<file path="config.mk">
export PLATFORM = sky130hd
export DESIGN_NAME = ring_grant_scheduler
export DESIGN_NICKNAME = d
export VERILOG_FILES = /design/src/rtl/ring_sched_pkg.sv /design/src/rtl/rr_pick.sv /design/src/rtl/ring_grant_scheduler.sv
export SDC_FILE = /design/constraint.sdc
export NUM_CORES = 1
export LEC_CHECK = 0
export CAP_MARGIN = 15
export CORE_MARGIN = 2
export CORE_UTILIZATION = 58
export DETAILED_ROUTE_END_ITERATION = 10
export GPL_TIMING_DRIVEN = 0
export HOLD_SLACK_MARGIN = 0.02
export PLACE_DENSITY = 0.93
export SLEW_MARGIN = 20
export SYNTH_ARGS = -nofsm -noshare
export SYNTH_HDL_FRONTEND = slang
export SYNTH_SLANG_ARGS = --single-unit
export TNS_END_PERCENT = 1
</file>
<file path="constraint.sdc">
create_clock -name clock -period 8.3 [get_ports clock]
set_input_delay 2.49 -clock clock [delete_from_list [all_inputs] [get_ports clock]]
set_output_delay 2.49 -clock clock [all_outputs]
set_load 0.02 [all_outputs]
</file>
<file path="src/rtl/ring_sched_pkg.sv">
// ring_sched_pkg: shared FSM state type, size defaults and pointer reset value for the ring grant scheduler
package ring_sched_pkg;
  localparam int NREQ_DEF = 4;
  localparam int BURST_DEF = 4;
  localparam logic [3:0] PTR_RST = 4'b0001;
  typedef enum logic {IDLE, GRANT} state_t;
endpackage

</file>
<file path="src/rtl/rr_pick.sv">
// rr_pick: first asserted req searching upward from one-hot ptr with wrap; ports req, ptr in; pick (one-hot), valid out
module rr_pick #(
  parameter int NREQ = 4
) (
  input  logic [NREQ-1:0] req,
  input  logic [NREQ-1:0] ptr,
  output logic [NREQ-1:0] pick,
  output logic            valid
);
  logic found;
  always_comb begin
    pick = '0;
    found = 1'b0;
    for (int k = 0; k < NREQ; k++)
      for (int i = 0; i < NREQ; i++)
        if (!found && ptr[i] && req[(i + k) % NREQ]) begin
          pick[(i + k) % NREQ] = 1'b1;
          found = 1'b1;
        end
  end
  assign valid = |req;
endmodule

</file>
<file path="src/rtl/ring_grant_scheduler.sv">
// ring_grant_scheduler: burst-limited round-robin grant; ports clock, reset, req in; grant, grant_idx, busy out (registered)
module ring_grant_scheduler
  import ring_sched_pkg::*;
#(
  parameter int NREQ = NREQ_DEF,
  parameter int BURST = BURST_DEF
) (
  input  logic            clock,
  input  logic            reset,
  input  logic [NREQ-1:0] req,
  output logic [NREQ-1:0] grant,
  output logic [1:0]      grant_idx,
  output logic            busy
);
  state_t state, state_n;
  logic [NREQ-1:0] ptr, ptr_n, rot, pick, grant_n;
  logic [3:0] burst_cnt, cnt_n;
  logic [1:0] idx_n;
  logic valid, rel, go;
  // On release the search starts just past the owner, so the pick sees the rotated pointer in the same edge
  rr_pick #(.NREQ(NREQ)) u_pick (.req(req), .ptr(rel ? rot : ptr), .pick(pick), .valid(valid));
  always_comb begin
    rot = {grant[NREQ-2:0], grant[NREQ-1]};
    rel = state == GRANT && (!(|(req & grant)) || burst_cnt == 4'(BURST - 1));
    go = state == IDLE || rel;
    ptr_n = rel ? rot : ptr;
    state_n = go ? (valid ? GRANT : IDLE) : state;
    grant_n = go ? (valid ? pick : '0) : grant;
    cnt_n = go ? 4'd0 : burst_cnt + 4'd1;
    idx_n = '0;
    for (int i = 0; i < NREQ; i++)
      if (grant_n[i]) idx_n = 2'(i);
  end
  always_ff @(posedge clock) begin
    if (reset) begin
      state <= IDLE;
      ptr <= NREQ'(PTR_RST);
      burst_cnt <= '0;
      grant <= '0;
      grant_idx <= '0;
      busy <= 1'b0;
    end else begin
      state <= state_n;
      ptr <= ptr_n;
      burst_cnt <= cnt_n;
      grant <= grant_n;
      grant_idx <= idx_n;
      busy <= state_n == GRANT;
    end
  end
endmodule

</file>
==> qor.txt <==
Inserted Diodes -> 0
number of synthesized flops with an enable pin -> 0
RSZ-0062 raised after global routing -> false
clock buffer depth -> 2
die width -> 48.6 um
Post-CTS Resized -> 0
port bufs -> 11
Final Max Tran Viols -> 0
wire length per cell -> 16.8 um
syn nets -> 151
sequential power share -> 37.3%
# DRC -> 0
Initial Util -> 60.2%
Fill cells -> 168
pwr/cell area -> 175 mW/mm^2
Int Power -> 0.142 mW
first-pass GRT wire length -> 5440 um
Clock transition at path regs -> 90 ps
Logic pwr share -> 44.8%
Netlist cell types -> 52
Layout area overhead -> 14.7%
TritonCTS Buffers -> 3
Post-Synthesis Cell Area -> 0.00116 mm^2
root buffer cell -> clkbuf_4
Post-DP HPWL -> 2310 um
Tmin final -> 4670 ps
commonest register cell after synthesis -> dfxtp_1
met1 Use GR -> 36.3%
sw frac -> 38.9%
crit path max fanout -> 10
Die ar. -> 0.00237 mm^2
syn_area_per_cell -> 8.03 um^2
Iteration-0 DRC Markers -> 62
critical path capture point type -> flop
Die H -> 48.6 um
power share of the clock group -> 17.9%
vias in the first global route -> 1,165
count leader, synth -> nand2_1
critical path startpoint category -> input port
Required @ worst endpoint -> 8460 ps
GR Util All Layers -> 29.0%
share of cells above drive strength 1 -> 17.0%
CTS sink cnt -> 15
YS warnings -> 0
Synth top cells by count -> nand2_1, dfxtp_1, a21oi_1
Lkg Pwr -> 0.517 nW
top cells by area, synth -> dfxtp_1, nand2_1, a21oi_1
Vias/cell -> 6.49
initial antenna violation count -> 0
max-cap violations -> 0
setup bufs post-CTS -> 0
Yosys top cell area share -> 26.0%
Fmax -> 0.214 GHz
setup_tns -> 0 ps
Post-Place Setup Slack -> 3380 ps
GR peak layer -> met2
Detailed Routing Iterations Pass 1 -> 4
Final Hold Violating Endpoints -> 0
largest net degree at the start of global routing -> 11
Post-DRT Antenna Nets -> 0
H-tree depth -> 1
worst hold-check path type -> reg -> reg
register area share after synthesis -> 26.0%
Psw -> 0.0904 mW
worst vdd ir -> 0.146 mV
synthesized flop and latch total -> 15
critical path class -> in -> reg
final-report setup violation count -> 0
Final WS setup -> 3630 ps
CTS tree -> built
Worst-Margin Slew -> 471 ps
status -> finished clean
met2 usage in global routing -> 49.5%
Slew headroom -> 68.6%
Cells after Synth -> 144
worst skew pair latency -> 280 ps
Routed WL -> 3130 um
vias -> 1,208
asr flop ratio synth -> 0%
core area -> 0.00192 mm^2
# hold bufs at CTS -> 0
Ports -> 13
clock skew -> 3.45 ps
nets@finish -> 167
crit share post-route -> 56.3%
GR Layer Usage met3 -> 3.09%
most area-hungry cell type in the Yosys netlist -> dfxtp_1
GRT Residual Overflow -> 0
Site Rows -> 16
WP data arrival -> 4840 ps
Final GP Congestion -> 0.968
## logic make-up after synthesis
kind of cell	synth area share, %
and+or+nand+nor	28.8
AOI/OAI and AO/OA	35.6
DFF	26.0
buffers and inverters	7.03
xor gates and xnor gates	1.52
adders and majority gates	1.08
## layer usage
layer  up-vias  routed length (um)
li1        561                   -
met1       565                1280
met2        74                1520
met3         8                 275
met4         0                  51
met5         -                   0
## worst max-delay path, stage by stage
cell	delay [ps]
clkdlybuf4s50_1	450
a22o_2	340
o21a_4	260
buf_6	160
o211ai_2	370
nand2_1	200
nand2_1	160
nor4b_4	60
a211oi_2	240
o21ai_1	100
## cell type report
class                   instances  area [um^2]  area share (%)
clock buffers                   4         26.3            1.98
flip-flops and latches         15          300            22.6
well taps                      27         33.8            2.55
plain buffers                  10         66.3            5.00
repair buffers                 11          110            8.30
multi-input cells             115          774            58.4
inverters                       4         15.0            1.13
## final timing paths
kind                                         startpoint                      end  slack (ps)  depth (start not counted)
worst max register to register  burst_cnt[0]$_SDFF_PP0_  grant_idx[0]$_SDFF_PP0_        5660                         11
worst max-delay path                             req[0]  grant_idx[0]$_SDFF_PP0_        3630                         10
worst min register to register  burst_cnt[0]$_SDFF_PP0_  burst_cnt[0]$_SDFF_PP0_         470                          1
worst min-delay path            burst_cnt[0]$_SDFF_PP0_  burst_cnt[0]$_SDFF_PP0_         470                          1
## flip-flops by register name (all words and copies together), names as in the netlist
register / flops
burst_cnt: 4
grant_idx: 2
ptr: 4
grant: 4
state: 1
## stage by stage
stage,power (mW),hold WS [ps],std cells,instance area [um^2],utilization (%)
floorplan,0.161,429,144,1160,-
global placement,0.187,439,182,1300,67.6
detailed placement,0.189,463,182,1300,67.6
CTS,0.231,475,186,1330,69.0
global route,0.245,502,186,1330,69.0
finish,0.232,473,186,1330,69.0
## power by group through the flow
stage	Clock, mW	Sequential (mW)	Combinational, mW
after floorplan	0	0.0913	0.0698
after global placement	0	0.0871	0.0998
after detailed placement	0	0.0877	0.102
after CTS	0.0427	0.0860	0.102
after global routing	0.0451	0.0872	0.112
final	0.0417	0.0865	0.104
## cells in the final DEF, fill, tap and decap left out, drive strengths merged, types with 6 or more instances in the layout
master,count
o21ai,8
dfxtp,15
nand2,26
nor2,6
clkbuf,8
nor3,6
a21oi,11
clkdlybuf4s50,11
nand3,7
buf,6
Power figures use the tool's default switching activity.
